<file path="config.mk">
export PLATFORM = sky130hd
export DESIGN_NAME = fifo_wr_arbiter_flat
export DESIGN_NICKNAME = d
export VERILOG_FILES = /design/src/rtl/fifo_wr_arbiter_if.sv /design/src/rtl/fifo_wr_arbiter.sv /design/src/flat_wrapper.sv
export SDC_FILE = /design/constraint.sdc
export NUM_CORES = 1
export LEC_CHECK = 0
export BUFFER_PORTS_ARGS = -buffer_cell sky130_fd_sc_hd__buf_2
export CORE_MARGIN = 3
export CORE_UTILIZATION = 29
export CTS_CLUSTER_DIAMETER = 150
export DETAILED_ROUTE_END_ITERATION = 8
export PLACE_DENSITY = 0.58
export SLEW_MARGIN = 25
export SYNTH_ARGS = -nofsm -noshare
export SYNTH_HDL_FRONTEND = slang
export SYNTH_SLANG_ARGS = --single-unit
</file>
<file path="constraint.sdc">
create_clock -name clk -period 3.44 [get_ports clk]
set_input_delay 0.172 -clock clk [delete_from_list [all_inputs] [get_ports clk]]
set_output_delay 0.172 -clock clk [all_outputs]
set_load 0.02 [all_outputs]
</file>
<file path="src/rtl/fifo_wr_arbiter_if.sv">
// Requester / FIFO-write bundle shared by the arbiter and whoever drives it.
interface fifo_wr_arbiter_if #(
    parameter int NUM_REQ    = 4,
    parameter int FIFO_WIDTH = 16
);
    localparam int ID_W = $clog2(NUM_REQ);

    logic [NUM_REQ-1:0]            req_valid;
    logic [NUM_REQ*FIFO_WIDTH-1:0] req_data;
    logic [NUM_REQ-1:0]            req_ready;
    logic                          fifo_full;
    logic                          fifo_wr_ack;
    logic                          fifo_wr_en;
    logic [FIFO_WIDTH-1:0]         fifo_data_in;
    logic [ID_W-1:0]               grant_id;
    logic                          busy;
    logic                          ack_err;
    logic [15:0]                   word_cnt;

    // Requesters and the FIFO side.
    modport master (
        output req_valid, req_data, fifo_full, fifo_wr_ack,
        input  req_ready, fifo_wr_en, fifo_data_in, grant_id, busy, ack_err, word_cnt
    );

    // The arbiter.
    modport slave (
        input  req_valid, req_data, fifo_full, fifo_wr_ack,
        output req_ready, fifo_wr_en, fifo_data_in, grant_id, busy, ack_err, word_cnt
    );
endinterface

</file>
<file path="src/rtl/fifo_wr_arbiter.sv">
// Round-robin write arbiter: grants one requester at a time a burst of up to
// MAX_BURST words into a single FIFO, with write-ack checking and a word count.
module fifo_wr_arbiter #(
    parameter int NUM_REQ    = 4,
    parameter int FIFO_WIDTH = 16,
    parameter int MAX_BURST  = 4
) (
    input  logic            clk,
    input  logic            rst_n,
    fifo_wr_arbiter_if.slave bus
);
    localparam int ID_W   = $clog2(NUM_REQ);
    localparam int BEAT_W = $clog2(MAX_BURST + 1);

    typedef enum logic {IDLE = 1'b0, GRANT = 1'b1} state_t;

    state_t            state, state_nxt;
    logic [ID_W-1:0]   grant_id_r, last_owner, pick;
    logic              pick_found;
    logic [BEAT_W-1:0] beat_cnt, beat_nxt;
    logic              owner_valid;
    logic              wr_en;
    logic              wr_en_d;
    logic              ack_err_r;
    logic [15:0]       word_cnt_r;

    // Index base+k wrapped into 0..NUM_REQ-1 (k never exceeds NUM_REQ).
    function automatic logic [ID_W-1:0] wrap_add(input logic [ID_W-1:0] base, input int k);
        int s;
        s = int'(base) + k;
        if (s >= NUM_REQ) s = s - NUM_REQ;
        return ID_W'(s);
    endfunction

    // Word counter increment that sticks at all-ones.
    function automatic logic [15:0] sat_inc16(input logic [15:0] v);
        return (v == 16'hFFFF) ? v : v + 16'd1;
    endfunction

    assign owner_valid = bus.req_valid[grant_id_r];
    // A reset in progress abandons the grant immediately, so no write leaks out.
    assign wr_en = rst_n && (state == GRANT) && owner_valid && !bus.fifo_full;

    // Round-robin search: first valid requester above the previous owner.
    always_comb begin
        pick       = '0;
        pick_found = 1'b0;
        for (int k = 1; k <= NUM_REQ; k++) begin
            if (!pick_found && bus.req_valid[wrap_add(last_owner, k)]) begin
                pick       = wrap_add(last_owner, k);
                pick_found = 1'b1;
            end
        end
    end

    // Next-state and beat-count logic; a burst ends on its last write or when the owner runs dry.
    always_comb begin
        state_nxt = state;
        beat_nxt  = beat_cnt;
        case (state)
            IDLE: begin
                if (pick_found) begin
                    state_nxt = GRANT;
                    beat_nxt  = '0;
                end
            end
            GRANT: begin
                if (!owner_valid) begin
                    state_nxt = IDLE;
                end else if (wr_en) begin
                    beat_nxt = beat_cnt + BEAT_W'(1);
                    if (beat_cnt == BEAT_W'(MAX_BURST - 1)) state_nxt = IDLE;
                end
            end
            default: state_nxt = IDLE;
        endcase
    end

    // FSM state, beat counter and owner registers.
    always_ff @(posedge clk) begin
        if (!rst_n) begin
            state      <= IDLE;
            beat_cnt   <= '0;
            grant_id_r <= '0;
            last_owner <= ID_W'(NUM_REQ - 1);
        end else begin
            state    <= state_nxt;
            beat_cnt <= beat_nxt;
            if (state == IDLE && pick_found) begin
                grant_id_r <= pick;
                last_owner <= pick;
            end
        end
    end

    // Write-ack checking and the saturating word counter.
    always_ff @(posedge clk) begin
        if (!rst_n) begin
            wr_en_d    <= 1'b0;
            ack_err_r  <= 1'b0;
            word_cnt_r <= '0;
        end else begin
            wr_en_d <= wr_en;
            if (bus.fifo_wr_ack != wr_en_d) ack_err_r <= 1'b1;
            if (wr_en) word_cnt_r <= sat_inc16(word_cnt_r);
        end
    end

    // Only the owner sees ready, and only while the FIFO has room.
    always_comb begin
        bus.req_ready = '0;
        if (rst_n && state == GRANT) bus.req_ready[grant_id_r] = !bus.fifo_full;
    end

    assign bus.fifo_wr_en   = wr_en;
    assign bus.fifo_data_in = (state == GRANT) ?
                              bus.req_data[int'(grant_id_r)*FIFO_WIDTH +: FIFO_WIDTH] : '0;
    assign bus.grant_id     = grant_id_r;
    assign bus.busy         = (state == GRANT);
    assign bus.ack_err      = ack_err_r;
    assign bus.word_cnt     = word_cnt_r;
endmodule

</file>
<file path="src/flat_wrapper.sv">
// flat-port wrapper written by rule: the top's interface ports become plain ports
module fifo_wr_arbiter_flat 
#(
    parameter int NUM_REQ    = 4,
    parameter int FIFO_WIDTH = 16,
    parameter int MAX_BURST  = 4
)
  (clk, rst_n, bus_req_valid, bus_req_data, bus_fifo_full, bus_fifo_wr_ack, bus_req_ready, bus_fifo_wr_en, bus_fifo_data_in, bus_grant_id, bus_busy, bus_ack_err, bus_word_cnt);
  fifo_wr_arbiter_if #(.NUM_REQ(NUM_REQ), .FIFO_WIDTH(FIFO_WIDTH)) bus_i ();
  input  logic clk;
  input  logic rst_n;
  input wire logic [$bits(bus_i.req_valid)-1:0] bus_req_valid;
  input wire logic [$bits(bus_i.req_data)-1:0] bus_req_data;
  input wire logic [$bits(bus_i.fifo_full)-1:0] bus_fifo_full;
  input wire logic [$bits(bus_i.fifo_wr_ack)-1:0] bus_fifo_wr_ack;
  output wire logic [$bits(bus_i.req_ready)-1:0] bus_req_ready;
  output wire logic [$bits(bus_i.fifo_wr_en)-1:0] bus_fifo_wr_en;
  output wire logic [$bits(bus_i.fifo_data_in)-1:0] bus_fifo_data_in;
  output wire logic [$bits(bus_i.grant_id)-1:0] bus_grant_id;
  output wire logic [$bits(bus_i.busy)-1:0] bus_busy;
  output wire logic [$bits(bus_i.ack_err)-1:0] bus_ack_err;
  output wire logic [$bits(bus_i.word_cnt)-1:0] bus_word_cnt;
  assign bus_i.req_valid = bus_req_valid;
  assign bus_i.req_data = bus_req_data;
  assign bus_i.fifo_full = bus_fifo_full;
  assign bus_i.fifo_wr_ack = bus_fifo_wr_ack;
  assign bus_req_ready = bus_i.req_ready;
  assign bus_fifo_wr_en = bus_i.fifo_wr_en;
  assign bus_fifo_data_in = bus_i.fifo_data_in;
  assign bus_grant_id = bus_i.grant_id;
  assign bus_busy = bus_i.busy;
  assign bus_ack_err = bus_i.ack_err;
  assign bus_word_cnt = bus_i.word_cnt;
  fifo_wr_arbiter #(.NUM_REQ(NUM_REQ), .FIFO_WIDTH(FIFO_WIDTH), .MAX_BURST(MAX_BURST)) u_core (.clk(clk), .rst_n(rst_n), .bus(bus_i));
endmodule
</file>
# Yosys cells after proc, flatten, opt, wreduce, memory -nomap -nowiden
# Cells that the tools add are included.
# word_totals
register_bits,26
out_inout_bits,41
ram_bits,0
latch_bits,0
wordCells,86
rom_bits,0
memories,0
in_bits,72
# op_classes
add_sub_neg,10
n_lt_le_gt_ge,10
n_div,0
shift,1
eq_ne,6
n_bitwise,3
mux,35
mul,0
reduce_logical,14
# ops
operator,n
indexed part select 64 x 7 -> 16 bit,1
"adder 16 x 1 -> 16 bit, second input constant",1
"equality test 16 bit, second input constant",1
two-way mux 16 bit,1
two-way mux 2 bit,8
"less-than comparator 2 x 3 -> 1 bit, second input constant",5
two-way mux 1 bit,14
binary-select mux 1 bit (select 2 bit),5
">= comparator 3 bit, second input constant",3
two-way mux 3 bit,3
logical AND 1 bit,8
"subtractor 2 x 1 -> 2 bit, second input constant",4
"adder 2 x 2 -> 3 bit, second input constant",2
case mux 3 bit (2 select lines),1
"adder 2 x 3 -> 4 bit, second input constant",1
bitwise AND 4 bit,1
">= comparator 4 x 3 -> 1 bit, second input constant",1
logical NOT 1 bit,4
two-way mux 4 bit,1
"!= test 2 bit, second input constant",2
"adder 2 x 1 -> 3 bit, second input constant",1
"adder 3 x 1 -> 3 bit, second input constant",1
"equality test 3 x 2 -> 1 bit, second input constant",1
AND reduction 3 bit,1
other kinds (7),8

# Depth between registers and ports, before layout
# depth
word_depth,17
mapped_depth,7
mapped_depth_nobuf,5

# Least setup slack after synthesis
# No wires, ideal clock.
# synth_timing
path_kind,register to register
start,register u_core.grant_id_r[1] (netlist: u_core.bus.grant_id[1])
end,register u_core.word_cnt_r[15] (netlist: u_core.bus.word_cnt[15])
path_stages_with_launch,7
setup_ns,0.091
t_arrival_ns,1.762
period_less_slack_ns,1.853
slack_ns,1.587
t_required_ns,3.349
path_buffers,1
cell_sequence,dfxtp_1 -> mux4_2 -> nand2_2 -> buf_6 -> inv_2 -> and4_1 -> a311oi_1
# synth_between
elab_chain_cells,5
# synth_rtl
item,line,rtl
"start, declared",fifo_wr_arbiter.sv:18,"logic [ID_W-1:0] grant_id_r, last_owner, pick;"
"start signal, assigned",fifo_wr_arbiter.sv:90,grant_id_r <= pick;
binary-select mux 1 bit (select 2 bit),fifo_wr_arbiter.sv:40,assign owner_valid = bus.req_valid[grant_id_r];
two-way mux 1 bit (not written as such),fifo_wr_arbiter.sv:40,
logical AND 1 bit (2 in series),fifo_wr_arbiter.sv:42,assign wr_en = rst_n && (state == GRANT) && owner_valid && !bus.fifo_full;
named net bus_fifo_wr_en,flat_wrapper.sv:17,output wire logic [$bits(bus_i.fifo_wr_en)-1:0] bus_fifo_wr_en;
AND reduction 2 bit (no source line),--,
"end signal, assigned",fifo_wr_arbiter.sv:105,if (wr_en) word_cnt_r <= sat_inc16(word_cnt_r);
"end, declared",fifo_wr_arbiter.sv:25,logic [15:0] word_cnt_r;
# The timed path passes the listed nets, and every way through them passes these cells. The select of a mux whose other input is x is not followed.
# A chain may end at the register's enable or synchronous reset.

# Worst setup path in the final report
# layout_timing
start,register u_core.state (netlist: u_core.bus.busy)
end,output bus_fifo_wr_en
# layout_between
elab_chain_cells,3
# layout_rtl
item,line,rtl
"start, declared",fifo_wr_arbiter.sv:17,"state_t state, state_nxt;"
"start signal, assigned",fifo_wr_arbiter.sv:87,state <= state_nxt;
logical AND 1 bit (3 in series),fifo_wr_arbiter.sv:42,
"end, declared",flat_wrapper.sv:17,
# Every way passes these cells.

==> qor.txt <==
Non-filler instance count after layout - 384
Vias in the first global route - 1,982
Worst setup SP type - flop
Worst slew pin tran - 660 ps
Met3 usage - 2.85%
Leakage - 1.13 nW
RSZ-0062 raised after global routing - false
# setup viols final - 0
Max_slew headroom - 55.7%
PwrDens - 289 nW/um^2
Tcrit/Tclk final - 65.4%
Synth Instances - 206
Die Y - 86.8 um
Grt met2 use - 27.3%
Synthesized flop and latch total - 26
Avg Inst Size Synth - 9.20 um^2
Max VDD drop - 0.127 mV
Pre-antenna DRT Iters - 4
Worst setup path class - flop to output pin
Largest net degree at the start of global routing - 24
Final Max Slew Viols - 0
Setup Skew - 6.79 ps
Final nets - 386
Cts repair resizes - 0
Post-synth ARST share - 0%
Ranking of synthesized cells by area - dfxtp_1, mux4_2, and2_1
Worst Path Max Fanout - 23
EDFF count, synth - 0
CTS tree - built
Antenna diodes - 0
Worst Hold Margin - 195 ps
Worst Hold Class - primary input to flop
Total power - 0.736 mW
Critical Path AT - 2080 ps
Fin crit period - 2250 ps
First-pass GRT wire length - 8.98 mm
Setup_tns - 0 ps
CTS Sinks - 26
Post-route ant nets - 0
Initial drt markers - 73
Effective utilization at floorplan - 30.9%
Total die area - 7540 um^2
Core Box Area - 6130 um^2
Gr busiest metal - met2
# IOs - 113
Total GRT Usage - 14.6%
Sequential-to-total area share from yosys stat - 27.5%
# hold bufs at CTS - 0
Clock-pin slew on the worst setup and hold paths - 90 ps
IO buf count - 112
CTS H-tree depth - 1
Row count - 28
Cell Area, Placed - 2490 um^2
Routed wire length - 5.57 mm
RePlAce Congestion - 0.785
Post-Synthesis Cell Area - 1890 um^2
Net Count, Synth - 281
Setup bufs post-CTS - 0
Outcome - finished, final reports clean
Hpwl dp - 4.39 mm
Finished Cell Area - 2540 um^2
Met1 Use GR - 16.8%
Initial antenna violation count - 0
Vias - 1,996
Num CTS Buffers - 3
Worst-Skew Late Latency - 270 ps
MaxCap Viol Count - 0
Cell count after placement - 381
Post-synth top flop - dfxtp_1
Average routed wire per standard cell - 14.5 um
Area Growth Syn to Fin - 34.3%
Post-synth top area share - 27.5%
Nature of the critical path endpoint - output pin
Distinct cells, synth - 46
CTS max path bufs - 2
Die Wd - 86.8 um
Ys Warns - 0
Reg2reg setup slack - 1220 ps
Total grt overflow - 0
Fmax - 444 MHz
Final Hold Fails - 0
Area leader, netlist - dfxtp_1
# DRC - 0
Via density per instance - 5.20
Clock root cell - clkbuf_8
Layout cells sized above 1 - 45.3%
Req. time, crit path - 3270 ps
==> per-stage QoR <==
| stage | setup slack, ps | utilization (%) |
|---|---|---|
| floorplan | 1590 | - |
| finish | 1190 | 41.5 |
| CTS | 1140 | 41.4 |
| global route | 977 | 41.5 |
| detailed placement | 1210 | 40.7 |
| global placement | 1290 | 40.7 |
==> state kept, by name, summed over array words and instances (netlist names) <==
signal	flops
u_core.bus.word_cnt	16
u_core.wr_en_d	1
u_core.bus.ack_err	1
u_core.beat_cnt	3
u_core.bus.grant_id	2
u_core.last_owner	2
u_core.bus.busy	1
==> final cells by class <==
class / instances / area [um^2]
Clock buffer: 3 / 41.3
Fill cell: 621 / 3590
Sequential cell: 26 / 520
Inverter: 9 / 33.8
Multi-Input combinational cell: 157 / 1280
Tap cell: 75 / 93.8
Timing Repair Buffer: 114 / 576
==> metal layers <==
layer  vias to the layer above  routed length, um  part of all wire (%)
met5                         -                  0                     0
met4                         0                 55                  0.99
met3                         5                537                   9.6
met2                        86               2640                    47
met1                       908               2330                    42
li1                        997                  -                     -
==> critical path: stages, from the launching register on <==
cell     delay, ps
dfxtp_1        710
and3b_1        410
nand2_2        300
inv_2          180
buf_2          190
==> final timing paths <==
kind	startpoint	end	cells after the start
worst max-delay path	u_core.bus.busy$_SDFF_PN0_	bus_fifo_wr_en	4
worst min-delay path	bus_fifo_wr_ack	u_core.bus.ack_err$_SDFFE_PN0P_	4
worst max register to register	u_core.bus.busy$_SDFF_PN0_	u_core.bus.word_cnt[7]$_SDFFE_PN0P_	4
worst min register to register	u_core.bus.ack_err$_SDFFE_PN0P_	u_core.bus.ack_err$_SDFFE_PN0P_	2
==> logic make-up after synthesis <==
| family | count (synthesis) | share of synthesized area [%] |
|---|---|---|
| and+or+nand+nor | 91 | 28.1 |
| AOI/OAI and AO/OA | 41 | 14.1 |
| DFF | 26 | 27.5 |
| buffers and inverters | 23 | 5.42 |
| muxes | 21 | 22.4 |
| adders and majority gates | 3 | 1.98 |
| xor gates and xnor gates | 1 | 0.462 |
==> synth_stat cells, types with 2 or more instances <==
cell,n
mux4_2,17
o31a_1,2
nand4_1,5
o31ai_1,6
nand3_1,6
nand2b_1,7
a21oi_1,12
nor3_1,3
o21a_1,2
or4_1,4
a311oi_1,2
nor2_1,13
mux2i_1,3
and3b_1,2
nor3b_1,2
o21ai_1,5
nand2_1,14
buf_2,7
inv_2,3
nor4_1,7
ha_1,3
dfxtp_1,26
o21ai_0,3
buf_1,2
and2_1,17
o211ai_1,2
and4_1,3
clkbuf_1,4
and3_1,2
inv_1,6
==> layout by cell type, fill, tap and decap left out, types with 3 or more instances in the layout <==
master    Yosys  routed
nand2b_1      7       7
clkbuf_8      0       3
o31ai_1       6       6
nand4_1       5       5
mux4_2       17      17
and4_1        3       3
nand3_1       6       6
mux2i_1       3       3
and2_1       17      17
nor2_1       13      13
nor3_1        3       3
buf_2         7     112
nor4_1        7       7
inv_1         6       6
o21ai_1       5       5
ha_1          3       3
or4_1         4       4
a21oi_1      12      12
o21ai_0       3       3
inv_2         3       3
dfxtp_1      26      26
nand2_1      14      14
==> where the power goes <==
part / leakage (nW) / switching, mW / internal, mW
Combinational: 0.895 / 0.117 / 0.121
Clock: 0.0216 / 0.0960 / 0.0786
Sequential: 0.211 / 0.0131 / 0.310
Power figures use the tool's default switching activity.
